<file path="src/rtl/pwm_pkg.sv">
// Shared constants for the PWM audio path.
//   TPWM_DEF             default PWM period in clocks (must match the mypwm instance)
//   CLKS_PER_SAMPLE_DEF  clocks per audio sample at 100 MHz / 44.1 kHz, rounded
//   dc_width()           width of the duty-cycle bus for a given PWM period (nDC)
//   mid_dc()             midscale duty for a given PWM period (MID_DC)
package pwm_pkg;

  localparam int TPWM_DEF  = 10;
  localparam int CLK_HZ    = 100_000_000;
  localparam int SAMPLE_HZ = 44_100;
  localparam int CLKS_PER_SAMPLE_DEF = (CLK_HZ + SAMPLE_HZ / 2) / SAMPLE_HZ;

  function automatic int dc_width(input int tpwm);
    return $clog2(tpwm + 1);
  endfunction

  function automatic int mid_dc(input int tpwm);
    return tpwm / 2;
  endfunction

endpackage

</file>
<file path="src/rtl/sync_fifo.sv">
// Single-clock FIFO with first-word-fall-through read data.
//   clock, resetn   clock and asynchronous active-low reset (empties the FIFO)
//   push_i          write push_data_i; ignored while full, even if a pop happens the same cycle
//   pop_i           drop the head entry; ignored while empty
//   pop_data_o      current head entry (valid while !empty_o)
//   full_o/empty_o  occupancy flags
//   fill_o          number of stored entries, 0..DEPTH
module sync_fifo #(
  parameter int DEPTH = 16,
  parameter int WIDTH = 16
) (
  input  logic                       clock,
  input  logic                       resetn,
  input  logic                       push_i,
  input  logic [WIDTH-1:0]           push_data_i,
  input  logic                       pop_i,
  output logic [WIDTH-1:0]           pop_data_o,
  output logic                       full_o,
  output logic                       empty_o,
  output logic [$clog2(DEPTH+1)-1:0] fill_o
);

  localparam int AW = $clog2(DEPTH);

  // One extra pointer bit separates "full" from "empty" when the indices match.
  logic [AW:0]      wr_ptr_q, rd_ptr_q;
  logic [WIDTH-1:0] mem_q [DEPTH];
  logic             do_push, do_pop;

  assign empty_o    = (wr_ptr_q == rd_ptr_q);
  assign full_o     = (wr_ptr_q[AW] != rd_ptr_q[AW]) &&
                      (wr_ptr_q[AW-1:0] == rd_ptr_q[AW-1:0]);
  assign do_push    = push_i && !full_o;
  assign do_pop     = pop_i && !empty_o;
  assign fill_o     = wr_ptr_q - rd_ptr_q;
  assign pop_data_o = mem_q[rd_ptr_q[AW-1:0]];

  always_ff @(posedge clock or negedge resetn) begin
    if (!resetn) begin
      wr_ptr_q <= '0;
      rd_ptr_q <= '0;
    end else begin
      if (do_push) wr_ptr_q <= wr_ptr_q + 1'b1;
      if (do_pop)  rd_ptr_q <= rd_ptr_q + 1'b1;
    end
  end

  // NOTE: storage has no reset; the pointers alone define which entries are valid,
  // so resetting the array would only add reset fan-out and block RAM inference.
  always_ff @(posedge clock) begin
    if (do_push) mem_q[wr_ptr_q[AW-1:0]] <= push_data_i;
  end

endmodule

</file>
<file path="src/rtl/pwm_sample_feeder.sv">
// Feeds signed PCM samples to the mypwm duty-cycle generator.
// Samples arrive on a valid/ready stream, are buffered in a FIFO, and one is popped per
// sample period. Each popped sample is converted to an unsigned duty 0..TPWM-1 through a
// two-stage pipeline, so dc moves two cycles after the popping sample_tick.
//   clock, resetn      clock and asynchronous active-low reset
//   enable             run the sample-rate divider (dc holds and no ticks while low)
//   mute               force midscale duty at the next dc update
//   s_data/s_valid     signed PCM sample stream; s_ready = FIFO not full
//   dc                 registered duty cycle for the PWM DC input
//   sample_tick        one-cycle pulse at each sample-period boundary
//   fill               FIFO occupancy
//   underrun           sticky: a tick found the FIFO empty; clr_underrun clears it
module pwm_sample_feeder
  import pwm_pkg::*;
#(
  parameter int TPWM            = TPWM_DEF,
  parameter int SW              = 16,
  parameter int DEPTH           = 16,
  parameter int CLKS_PER_SAMPLE = CLKS_PER_SAMPLE_DEF
) (
  input  logic                        clock,
  input  logic                        resetn,
  input  logic                        enable,
  input  logic                        mute,
  input  logic [SW-1:0]               s_data,
  input  logic                        s_valid,
  output logic                        s_ready,
  output logic [dc_width(TPWM)-1:0]   dc,
  output logic                        sample_tick,
  output logic [$clog2(DEPTH+1)-1:0]  fill,
  output logic                        underrun,
  input  logic                        clr_underrun
);

  localparam int NDC = dc_width(TPWM);
  localparam int CW  = $clog2(CLKS_PER_SAMPLE);
  localparam int PW  = SW + NDC;
  localparam logic [NDC-1:0] MID       = NDC'(mid_dc(TPWM));
  localparam logic [CW-1:0]  CNT_LAST  = CW'(CLKS_PER_SAMPLE - 1);
  localparam logic [SW-1:0]  SIGN_FLIP = {1'b1, {(SW-1){1'b0}}};

  logic [CW-1:0]  cnt_q, cnt_d;
  logic           s1_valid_q;
  logic [PW-1:0]  s1_prod_q, s1_prod_d;
  logic [NDC-1:0] dc_q, dc_d;
  logic           underrun_q, underrun_d;
  logic [SW-1:0]  head;
  logic           fifo_full, fifo_empty, pop;

  sync_fifo #(
    .DEPTH (DEPTH),
    .WIDTH (SW)
  ) u_fifo (
    .clock       (clock),
    .resetn      (resetn),
    .push_i      (s_valid),
    .push_data_i (s_data),
    .pop_i       (pop),
    .pop_data_o  (head),
    .full_o      (fifo_full),
    .empty_o     (fifo_empty),
    .fill_o      (fill)
  );

  assign s_ready     = !fifo_full;
  assign sample_tick = enable && (cnt_q == CNT_LAST);
  // Pop decision uses the pre-push occupancy: a sample pushed into an empty FIFO on a
  // tick cycle is not played until the following tick.
  assign pop         = sample_tick && !fifo_empty;

  // NOTE: combinational next-state uses blocking assignments with every output given a
  // default first, so no path leaves a signal unassigned and no latch is inferred.
  always_comb begin
    cnt_d      = cnt_q + 1'b1;
    underrun_d = underrun_q;
    dc_d       = dc_q;
    if (!enable || sample_tick) cnt_d = '0;
    // Set wins over clear when an empty tick and clr_underrun coincide.
    if (sample_tick && fifo_empty) underrun_d = 1'b1;
    else if (clr_underrun)         underrun_d = 1'b0;
    // Offset binary times TPWM; the top NDC bits give floor(u*TPWM/2^SW) <= TPWM-1.
    s1_prod_d = PW'(head ^ SIGN_FLIP) * PW'(TPWM);
    if (s1_valid_q) dc_d = mute ? MID : s1_prod_q[PW-1:SW];
  end

  always_ff @(posedge clock or negedge resetn) begin
    if (!resetn) begin
      cnt_q      <= '0;
      s1_valid_q <= 1'b0;
      s1_prod_q  <= '0;
      dc_q       <= MID;
      underrun_q <= 1'b0;
    end else begin
      cnt_q      <= cnt_d;
      s1_valid_q <= pop;
      s1_prod_q  <= s1_prod_d;
      dc_q       <= dc_d;
      underrun_q <= underrun_d;
    end
  end

  assign dc       = dc_q;
  assign underrun = underrun_q;

endmodule

</file>
<file path="config.mk">
export PLATFORM = sky130hd
export DESIGN_NAME = pwm_sample_feeder
export DESIGN_NICKNAME = d
export VERILOG_FILES = /design/src/rtl/pwm_pkg.sv /design/src/rtl/sync_fifo.sv /design/src/rtl/pwm_sample_feeder.sv
export SDC_FILE = /design/constraint.sdc
export NUM_CORES = 1
export LEC_CHECK = 0
export CAP_MARGIN = 30
export CORE_MARGIN = 2
export CORE_UTILIZATION = 63
export DETAILED_ROUTE_END_ITERATION = 6
export DONT_BUFFER_PORTS = 1
export GPL_ROUTABILITY_DRIVEN = 1
export PLACE_DENSITY = 0.8
export SYNTH_ARGS = -nofsm -noshare
export SYNTH_HDL_FRONTEND = slang
export SYNTH_SLANG_ARGS = --single-unit
</file>
<file path="constraint.sdc">
create_clock -name clock -period 5.48 [get_ports clock]
set_input_delay 1.644 -clock clock [delete_from_list [all_inputs] [get_ports clock]]
set_output_delay 1.644 -clock clock [all_outputs]
set_load 0.01 [all_outputs]
</file>
* Word-level counts from Yosys, hierarchy flattened
Memories as Yosys holds them, arrays and structs flattened.
Index checks and enable logic that the tools add are counted.
** Word-level totals
- Flip-flop bits (word level) :: 47
- RAM bits :: 256
- Input port bits :: 22
- Logic and storage cells :: 35
- Memories :: 1
** Memories
- u_fifo.mem_q :: words 16, width 16, read ports 1, clocked after Yosys merged registers in 0, write ports 1, RTL line sync_fifo.sv:27 : logic [WIDTH-1:0] mem_q [DEPTH];
** Cells by class
- $add $sub $neg :: 4
- $mul :: 1
- Equal/unequal tests :: 4
- Multiplexer cells :: 6
- Bitwise gates (word level) :: 1
- Reduce and logical (&&, ||, !) cells :: 11
** Operator list (count)
- 16-bit by 3-bit multiplier with 19-bit output (second input constant) :: 1
- 12-bit by 1-bit adder with 12-bit output (second input constant) :: 1
- 12-bit equality test (second input constant) :: 1
- 12-bit 2-to-1 mux :: 1
- 5-bit by 1-bit adder with 5-bit output (second input constant) :: 2
- 1-bit logical AND :: 6
- 5-bit equality test :: 1
- 5-bit subtractor :: 1
- 4-bit equality test :: 1
- 1-bit 2-to-1 mux :: 4
- 4-bit 2-to-1 mux :: 1
- 1-bit zero test :: 3
- 2-bit nonzero test :: 1
- 1-bit logical OR :: 1
- 1-bit != test :: 1
- 1-bit NOT :: 1

* Depth between registers and ports, before layout
Gate-level depths: netlist (run 1).
- Depth after elaboration :: 6
- Depth in mapped cells :: 15
- Gate-level depth less buffers :: 13

* Hierarchy
A second synthesis (run 1) with hierarchy kept.
** Unflattened totals
- Cells, all modules :: 669
- Area total of the unflattened synthesis :: 12076.6 sq um
** By module, submodules not included
- sync_fifo :: times used 1, cells each 512, area each 10560.1 sq um, seq. area each 7937.6 sq um
- pwm_sample_feeder :: times used 1, cells each 157, area each 1516.5 sq um, seq. area each 553.0 sq um

* Worst setup path before layout (run 1)
No wires, ideal clock.
- Path type :: reg2reg
- Start point :: reg u_fifo.rd_ptr_q[1]
- End point :: mem u_fifo.mem_q[3][0], enable pin
- Library setup time :: 0.409 ns
- Arrival time :: 3.973 ns
- Setup slack :: 1.098 ns
- Cell stages (with the launch flop) :: 13
- Path buffers :: 5
- Path through :: dfrtp_1 -> buf_6 -> clkbuf_1 -> clkbuf_1 -> clkbuf_1 -> inv_1 -> ha_1 -> nand4_1 -> nand2b_1 -> and2_1 -> clkbuf_1 -> nand2_1 -> nor3_1
** Between the ends
- Cells in the longest elaborated chain, start to end :: 6
** Ends and longest elaborated chain
- from (decl) :: RTL line sync_fifo.sv:26 : logic [AW:0] wr_ptr_q, rd_ptr_q;
- from (signal assigned) :: RTL line sync_fifo.sv:44 : if (do_pop) rd_ptr_q <= rd_ptr_q + 1'b1;
- 4-bit equality test :: RTL line sync_fifo.sv:32 : (wr_ptr_q[AW-1:0] == rd_ptr_q[AW-1:0]);
- 1-bit logical AND :: RTL line sync_fifo.sv:31 : assign full_o = (wr_ptr_q[AW] != rd_ptr_q[AW]) &&
- 1-bit zero test
- net s_ready :: RTL line pwm_sample_feeder.sv:27 : output logic s_ready,
- 1-bit logical AND :: RTL line sync_fifo.sv:33 : assign do_push = push_i && !full_o;
- 1-bit 2-to-1 mux :: RTL line sync_fifo.sv:51 : if (do_push) mem_q[wr_ptr_q[AW-1:0]] <= push_data_i;
- 1-bit 2-to-1 mux (implied by the code) :: RTL line sync_fifo.sv:51
- to (decl) :: RTL line sync_fifo.sv:27
The timed path passes the listed nets, and every way through them passes these cells.

* Final worst setup path (run 1)
- Start point :: reg u_fifo.rd_ptr_q[1]
- End point :: out fill[3]
** Between the ends
- Cells in the longest elaborated chain, start to end :: 1
** Ends and longest elaborated chain
- 5-bit subtractor :: RTL line sync_fifo.sv:35 : assign fill_o = wr_ptr_q - rd_ptr_q;
- to (decl) :: RTL line pwm_sample_feeder.sv:30 : output logic [$clog2(DEPTH+1)-1:0] fill,
Every way passes these cells.

==> impl_metrics.py, run 1 <==
metrics = {
    "finish": {
        "design_area_um2": 13070,
        "utilization_pct": 70.59,
        "drive_gt1_share_pct": 23.76,
        "syn_to_final_growth_pct": 10.97,
        "antennaDiodeCount": 0,
        "fin_nets": 682,
    },
    "sta": {
        "relSlewSlack_pct": 36.98,
        "max_freq_mhz": 227.0,
        "period_minus_slack_ns": 4.406,
        "finalCritPeriodShare_pct": 80.40,
        "tightest_slew_ns": 0.9454,
        "hold_ws_ns": 0.4971,
        "rsz0062_at_grt": "no",
        "finalSetupViolCount": 0,
        "slew_viol_final": 0,
        "finClkSkew_ns": 0.02082,
        "hold_viol_final": 0,
        "fin_tns_setup_ns": 0,
    },
    "global_routing": {
        "antenna_found_initial": 0,
        "grt_pass1_vias": 5963,
        "grt_pass1_wl_um": 35880,
        "gr-total-overflow": 0,
        "grt_max_degree": 41,
        "grt_usage_pct": 24.75,
    },
    "setup_path": {
        "arrival_ns": 2.76,
        "crit_chain": "buf_4, inv_1, ha_1, a21o_1, a21oi_1, xnor2_1",
        "crit_path_max_incr_delay_ns": 0.61,
        "path_buf_inv": 2,
        "slowest_stage": "dfrtp_2",
        "cp.required_ns": 3.84,
        "crit_type": "register to output port",
        "ff2ff_setup_slack_ns": 1.35,
        "cp_max_fo": 36,
        "cp_top_family": "buffers and inverters",
        "startpoint_type": "register",
        "end_kind": "output port",
    },
    "pwr": {
        "vdd_drop_max_mv": 0.3032,
        "power.leakage_uw": 0.004478,
        "p_per_area_nw_per_um2": 386.4,
        "power_uw": 5051,
    },
    "route": {
        "drt-total-wl_um": 23480,
        "viasPerCell": 6.532,
        "num_vias": 5735,
        "antenna_left": 0,
        "drt_iter0_drc": 528,
        "routedWlPerCell_um": 26.74,
        "drc_errors": 0,
        "firstDrtPassIters": 4,
    },
    "synth": {
        "synthTopCellsByArea": "edfxtp_1 (65%), mux4_2 (14%), dfrtp_1 (6.4%)",
        "synth_warnings": 0,
        "synth_top_family_by_area": "multiplexers",
        "synthFlopType": "edfxtp_1",
        "synth-simple-area-share_pct": 3.739,
        "yosysMostFrequentCell": "edfxtp_1",
        "synth_area_per_cell_um2": 19.73,
        "synthAdderAreaFrac_pct": 3.994,
        "synth-compound-area-share_pct": 1.880,
        "yosys.area.top_type_share_pct": 65.26,
        "syn_inst": 597,
        "synth_xor_area_share_pct": 1.859,
        "synth_edf_count": 256,
        "yosys-top-cells-count": "edfxtp_1 (256), mux4_2 (72), ha_1 (36), nor2_1 (33), dfrtp_1 (30)",
        "syn_nets": 656,
        "syn_area_um2": 11780,
        "ys_seq_area_share_pct": 72.08,
        "async_flop_share_pct": 11.11,
        "synth.area.mux_share_pct": 14.98,
        "ys_ff_latch": 288,
        "synth_top_cell_by_area": "edfxtp_1",
        "ys_types": 43,
    },
    "run_status": {
        "outcome": "completed",
    },
    "clock_tree": {
        "cts_buffers": 28,
        "cts.path.max_buffers": 3,
        "cts_root_buf": "clkbuf_16",
        "cts_resized": 0,
        "postCtsSetupBuffers": 0,
        "cts_hold_buf": 0,
        "htreeDepth": 1,
        "clock_latency_ns": 0.55,
        "clkSlewWorstSetupHoldPaths_ns": 0.06,
        "cts_tree": "built",
        "cts_sinks": 288,
    },
    "hold_path": {
        "holdCritPathClass": "register to register",
    },
    "placed_design": {
        "io_buffers": 0,
        "dpl_cell_area_um2": 12190,
        "gp_congestion": 0.8740,
        "hpwl_um": 13310,
    },
    "floorplanning": {
        "die_y_um": 140.7,
        "design.core.area_um2": 18520,
        "dieArea_um2": 19810,
        "pin_count": 34,
        "placementRows": 50,
        "initial_core_util_pct": 63.61,
        "die_w_um": 140.7,
    },
    "flow_run": {
        "max_cap_viol_count": 0,
    },
}
flip-flops by register name, summed over array words and instances (netlist names):
signal	count
dc	4
u_fifo.wr_ptr_q	5
s1_valid_q	1
s1_prod_q	4
cnt_q	12
underrun	1
u_fifo.mem_q	256
u_fifo.rd_ptr_q	5
logic make-up (layout without fill, tap and decap cells):
group / after synthesis / after routing
buffers and inverters: 41 / 88
and+or+nand+nor: 92 / 92
AOI/OAI and AO/OA: 31 / 31
adders and majority gates: 37 / 37
xor gates and xnor gates: 25 / 25
DFF: 288 / 288
muxes: 83 / 83
through the flow:
step / std cells / setup WS [ns]
finish: 878 / 1.074
global route: 878 / 0.9195
CTS: 878 / 1.041
detailed placement: 827 / 1.403
global placement: 826 / 1.118
floorplan: 597 / 1.098
placed cells by master, fill, tap and decap left out, types with 2 or more instances in the layout:
cell / instances
a211oi_1: 2
a21o_1: 2
a21oi_1: 10
a22oi_1: 2
a311oi_2: 2
and2_1: 4
and3_1: 2
buf_4: 19
bufinv_16: 3
clkbuf_1: 5
clkbuf_16: 28
clkinv_1: 8
clkinv_2: 6
dfrtp_1: 28
dfstp_2: 2
edfxtp_1: 256
ha_1: 36
inv_1: 16
mux2i_1: 9
mux4_1: 2
mux4_2: 72
nand2_1: 18
nand2b_1: 4
nand3_1: 8
nand3b_1: 2
nand4_1: 7
nor2_1: 24
nor2_2: 8
nor2b_1: 2
nor3_1: 3
nor3_2: 4
o21a_1: 3
o21ai_0: 5
xnor2_1: 18
xor2_1: 7
per-layer routing:
metal	vias up	part of all wire [%]	GRT usage, %
met4	0	2.2	6.211
met3	44	7.2	4.823
met5	-	0	0
met1	3001	41	35.06
met2	239	50	40.87
li1	2451	-	-
where the power goes:
group / total [uW] / internal (uW) / leakage, uW / switching [uW]
clock: 1850 / 1080 / 0.000436 / 771
combinational: 511 / 171 / 0.00133 / 341
sequential: 2690 / 2610 / 0.00271 / 80.0
total: 5050 / 3860 / 0.00448 / 1190
area by class of cell:
type | instances | area (um2)
Clock buffer | 33 | 719.4
Inverter | 17 | 63.81
Clock inverter | 18 | 166.4
Fill cell | 1074 | 5446
Sequential cell | 288 | 8496
Multi-Input combinational cell | 268 | 3163
Timing Repair Buffer | 20 | 170.2
Tap cell | 234 | 292.8
worst paths after layout:
kind,start,end,depth (start not counted)
min in group asynchronous,resetn,cnt_q[9],0
max reg2reg,u_fifo.rd_ptr_q[0],s1_prod_q[18],12
max,u_fifo.rd_ptr_q[1],fill[3],6
min reg2reg,u_fifo.rd_ptr_q[4],u_fifo.rd_ptr_q[4],1
max in group asynchronous,resetn,dc[2],0
min,u_fifo.rd_ptr_q[4],u_fifo.rd_ptr_q[4],1
(Power assumes the default switching activity.)
==> run 2: changes to the inputs <==
--- a/config.mk
+++ b/config.mk
@@ -7,11 +7,11 @@
 export LEC_CHECK = 0
 export CAP_MARGIN = 30
 export CORE_MARGIN = 2
-export CORE_UTILIZATION = 63
+export CORE_UTILIZATION = 57
 export DETAILED_ROUTE_END_ITERATION = 6
 export DONT_BUFFER_PORTS = 1
 export GPL_ROUTABILITY_DRIVEN = 1
-export PLACE_DENSITY = 0.8
+export PLACE_DENSITY = 0.76
 export SYNTH_ARGS = -nofsm -noshare
 export SYNTH_HDL_FRONTEND = slang
 export SYNTH_SLANG_ARGS = --single-unit
==> constraint.sdc (replaced) <==
create_clock -name clock -period 3.71 [get_ports clock]
set_input_delay 1.113 -clock clock [delete_from_list [all_inputs] [get_ports clock]]
set_output_delay 1.113 -clock clock [all_outputs]
set_load 0.01 [all_outputs]
==> run 2 against run 1 <==
The run now ends with negative setup slack left; clock power up 44%; largest power group unchanged; critical path type is now register to register; global-route usage down 1.9 points; cell area increased by 3.7%; sequential power is 48% higher.
==> impl_metrics.py, run 2 (synthesis gave the netlist of run 1 again) <==
metrics = {
    "clock_tree": {
        "clkSlewWorstSetupHoldPaths_ns": 0.06,
        "cts_root_buf": "clkbuf_16",
        "clock_latency_ns": 0.53,
        "cts.path.max_buffers": 3,
        "cts_sinks": 288,
        "cts_buffers": 29,
        "cts_tree": "built",
        "htreeDepth": 1,
    },
    "global_routing": {
        "antenna_found_initial": 0,
        "grt_usage_pct": 22.87,
        "gr-total-overflow": 0,
        "grt_pass1_wl_um": 36600,
        "grt_pass1_vias": 6140,
        "grt_max_degree": 37,
    },
    "setup_path": {
        "r2r-start": "u_fifo.rd_ptr_q[0]",
        "r2r-end": "s1_prod_q[18]",
        "startpoint_type": "register",
        "ff2ff_setup_slack_ns": -0.003,
        "cp.required_ns": 4.12,
        "reg2regPathDepth": 13,
        "cp_max_fo": 9,
        "crit_type": "register to register",
        "crit_chain": "buf_12, buf_12, mux4_2, mux4_2, ha_4, ha_4, a21oi_2, o21ai_0, o211ai_1, nand2_1, and2_1, a311oi_2, xnor2_1",
        "slowest_stage": "mux4_2",
        "arrival_ns": 4.12,
        "end_kind": "register",
        "crit_path_max_incr_delay_ns": 0.59,
    },
    "finish": {
        "antennaDiodeCount": 0,
        "largest_reg_flops": 256,
        "stdcell_count": 947,
        "final_cell_mix": "edfxtp_1 (256), mux4_2 (72), buf_4 (45)",
        "fin_nets": 717,
        "design_area_um2": 13560,
        "final_common_cell": "edfxtp_1",
        "drive_gt1_share_pct": 30.13,
        "syn_to_final_growth_pct": 15.13,
    },
    "sta": {
        "period_minus_slack_ns": 3.713,
        "hold_viol_final": 0,
        "finalSetupViolCount": 1,
        "finClkSkew_ns": 0.01420,
        "tightest_slew_ns": 0.5666,
        "fin_ws_ns": -0.003300,
        "slew_viol_final": 0,
        "max_freq_mhz": 269.3,
        "finalCritPeriodShare_pct": 100.1,
        "fin_tns_setup_ns": -0.003300,
        "relSlewSlack_pct": 62.09,
    },
    "pwr": {
        "vdd_drop_max_mv": 0.4490,
        "power_uw": 7485,
        "p_per_area_nw_per_um2": 552.0,
        "power.leakage_uw": 0.004672,
    },
    "route": {
        "antenna_left": 0,
        "drc_errors": 0,
        "num_vias": 5958,
        "firstDrtPassIters": 5,
        "routedWlPerCell_um": 26.14,
        "route.met3.wl_um": 1693,
        "drt-total-wl_um": 24750,
        "wl_met1_um": 10240,
        "viasPerCell": 6.291,
        "drt_iter0_drc": 560,
        "highest_layer": "met4",
        "dr_wl_met2_um": 11910,
    },
    "flow_run": {
        "max_cap_viol_count": 0,
    },
    "placed_design": {
        "dpl_cell_area_um2": 12510,
        "gp_congestion": 0.8864,
        "placed_cells": 892,
        "hpwl_um": 15240,
        "io_buffers": 0,
    },
    "hold_path": {
        "holdCritPathClass": "primary input to asynchronous set/reset pin",
    },
    "floorplanning": {
        "pin_count": 34,
        "die_y_um": 147.8,
        "initial_core_util_pct": 58.21,
        "dieArea_um2": 21830,
        "die_w_um": 147.8,
        "design.core.area_um2": 20230,
        "placementRows": 52,
    },
    "run_status": {
        "outcome": "complete, but fails checks",
        "violations": "negative setup slack",
    },
}
run 2: layout make-up:
class                           instances  area (um2)
Clock inverter                         13       92.59
Fill cell                            1277        6674
Inverter                               17       63.81
Sequential cell                       288        8496
Tap cell                              270       337.8
Clock buffer                           37       765.7
Multi-Input combinational cell        268        3301
Timing Repair Buffer                   54       504.2
run 2: routing by layer:
metal	vias up	GRT usage, %
li1	2521	-
met1	3130	33.02
met2	237	35.91
met3	70	4.568
met4	0	7.500
met5	-	0
run 2: worst max path at each step:
| stage | slack (ns) | depth (start not counted) | to | from |
|---|---|---|---|---|
| after floorplan | 0.03 | 15 | s1_prod_q[16] | u_fifo.rd_ptr_q[1] |
| after global placement | -0.02 | 12 | s1_prod_q[19] | u_fifo.rd_ptr_q[0] |
| after detailed placement | -0.06 | 12 | s1_prod_q[18] | u_fifo.rd_ptr_q[0] |
| after CTS | 0.05 | 13 | s1_prod_q[18] | u_fifo.rd_ptr_q[0] |
| after global routing | -0.14 | 13 | s1_prod_q[18] | u_fifo.rd_ptr_q[0] |
| final | -0.003 | 13 | s1_prod_q[18] | u_fifo.rd_ptr_q[0] |
run 2: repair_timing:
| item | 4_1_cts | 5_1_grt |
|---|---|---|
| resized for setup | 0 | 16 |
| hold buffers | 0 | 0 |
| cloned | 0 | 0 |
| setup buffers | 3 | 2 |
| endpoints found under the setup margin | 5 | 3 |
| pin swaps | 0 | 6 |
| endpoints found under the hold margin | 0 | 0 |
run 2: report_power, final:
part / total [uW] / internal (uW) / switching [uW] / leakage [uW]
logic: 837 / 302 / 535 / 0.00153
registers: 3990 / 3860 / 133 / 0.00271
clock network: 2660 / 1520 / 1140 / 0.000423
total: 7490 / 5680 / 1810 / 0.00467
run 2: critical path: cells and delay by family (launching register included):
family	cells	cell delay, ns
buffers and inverters	2	0.29
adder cells (fa/ha/maj)	2	0.53
XOR/XNOR	1	0.11
AND/OR/NAND/NOR	2	0.25
multiplexers	2	1.09
flip-flops	1	0.47
AO/OA/AOI/OAI	4	0.84
run 2: per-stage QoR:
| step | hold WS [ns] | utilization, % | setup slack (ns) |
|---|---|---|---|
| finish | 0.2700 | 67.02 | -0.003300 |
| global route | 0.2516 | 67.02 | -0.1432 |
| CTS | 0.2564 | 66.26 | 0.05141 |
| detailed placement | 0.4821 | 61.80 | -0.06057 |
| global placement | 0.4664 | 61.80 | -0.02069 |
| floorplan | 0.4544 | - | 0.03293 |
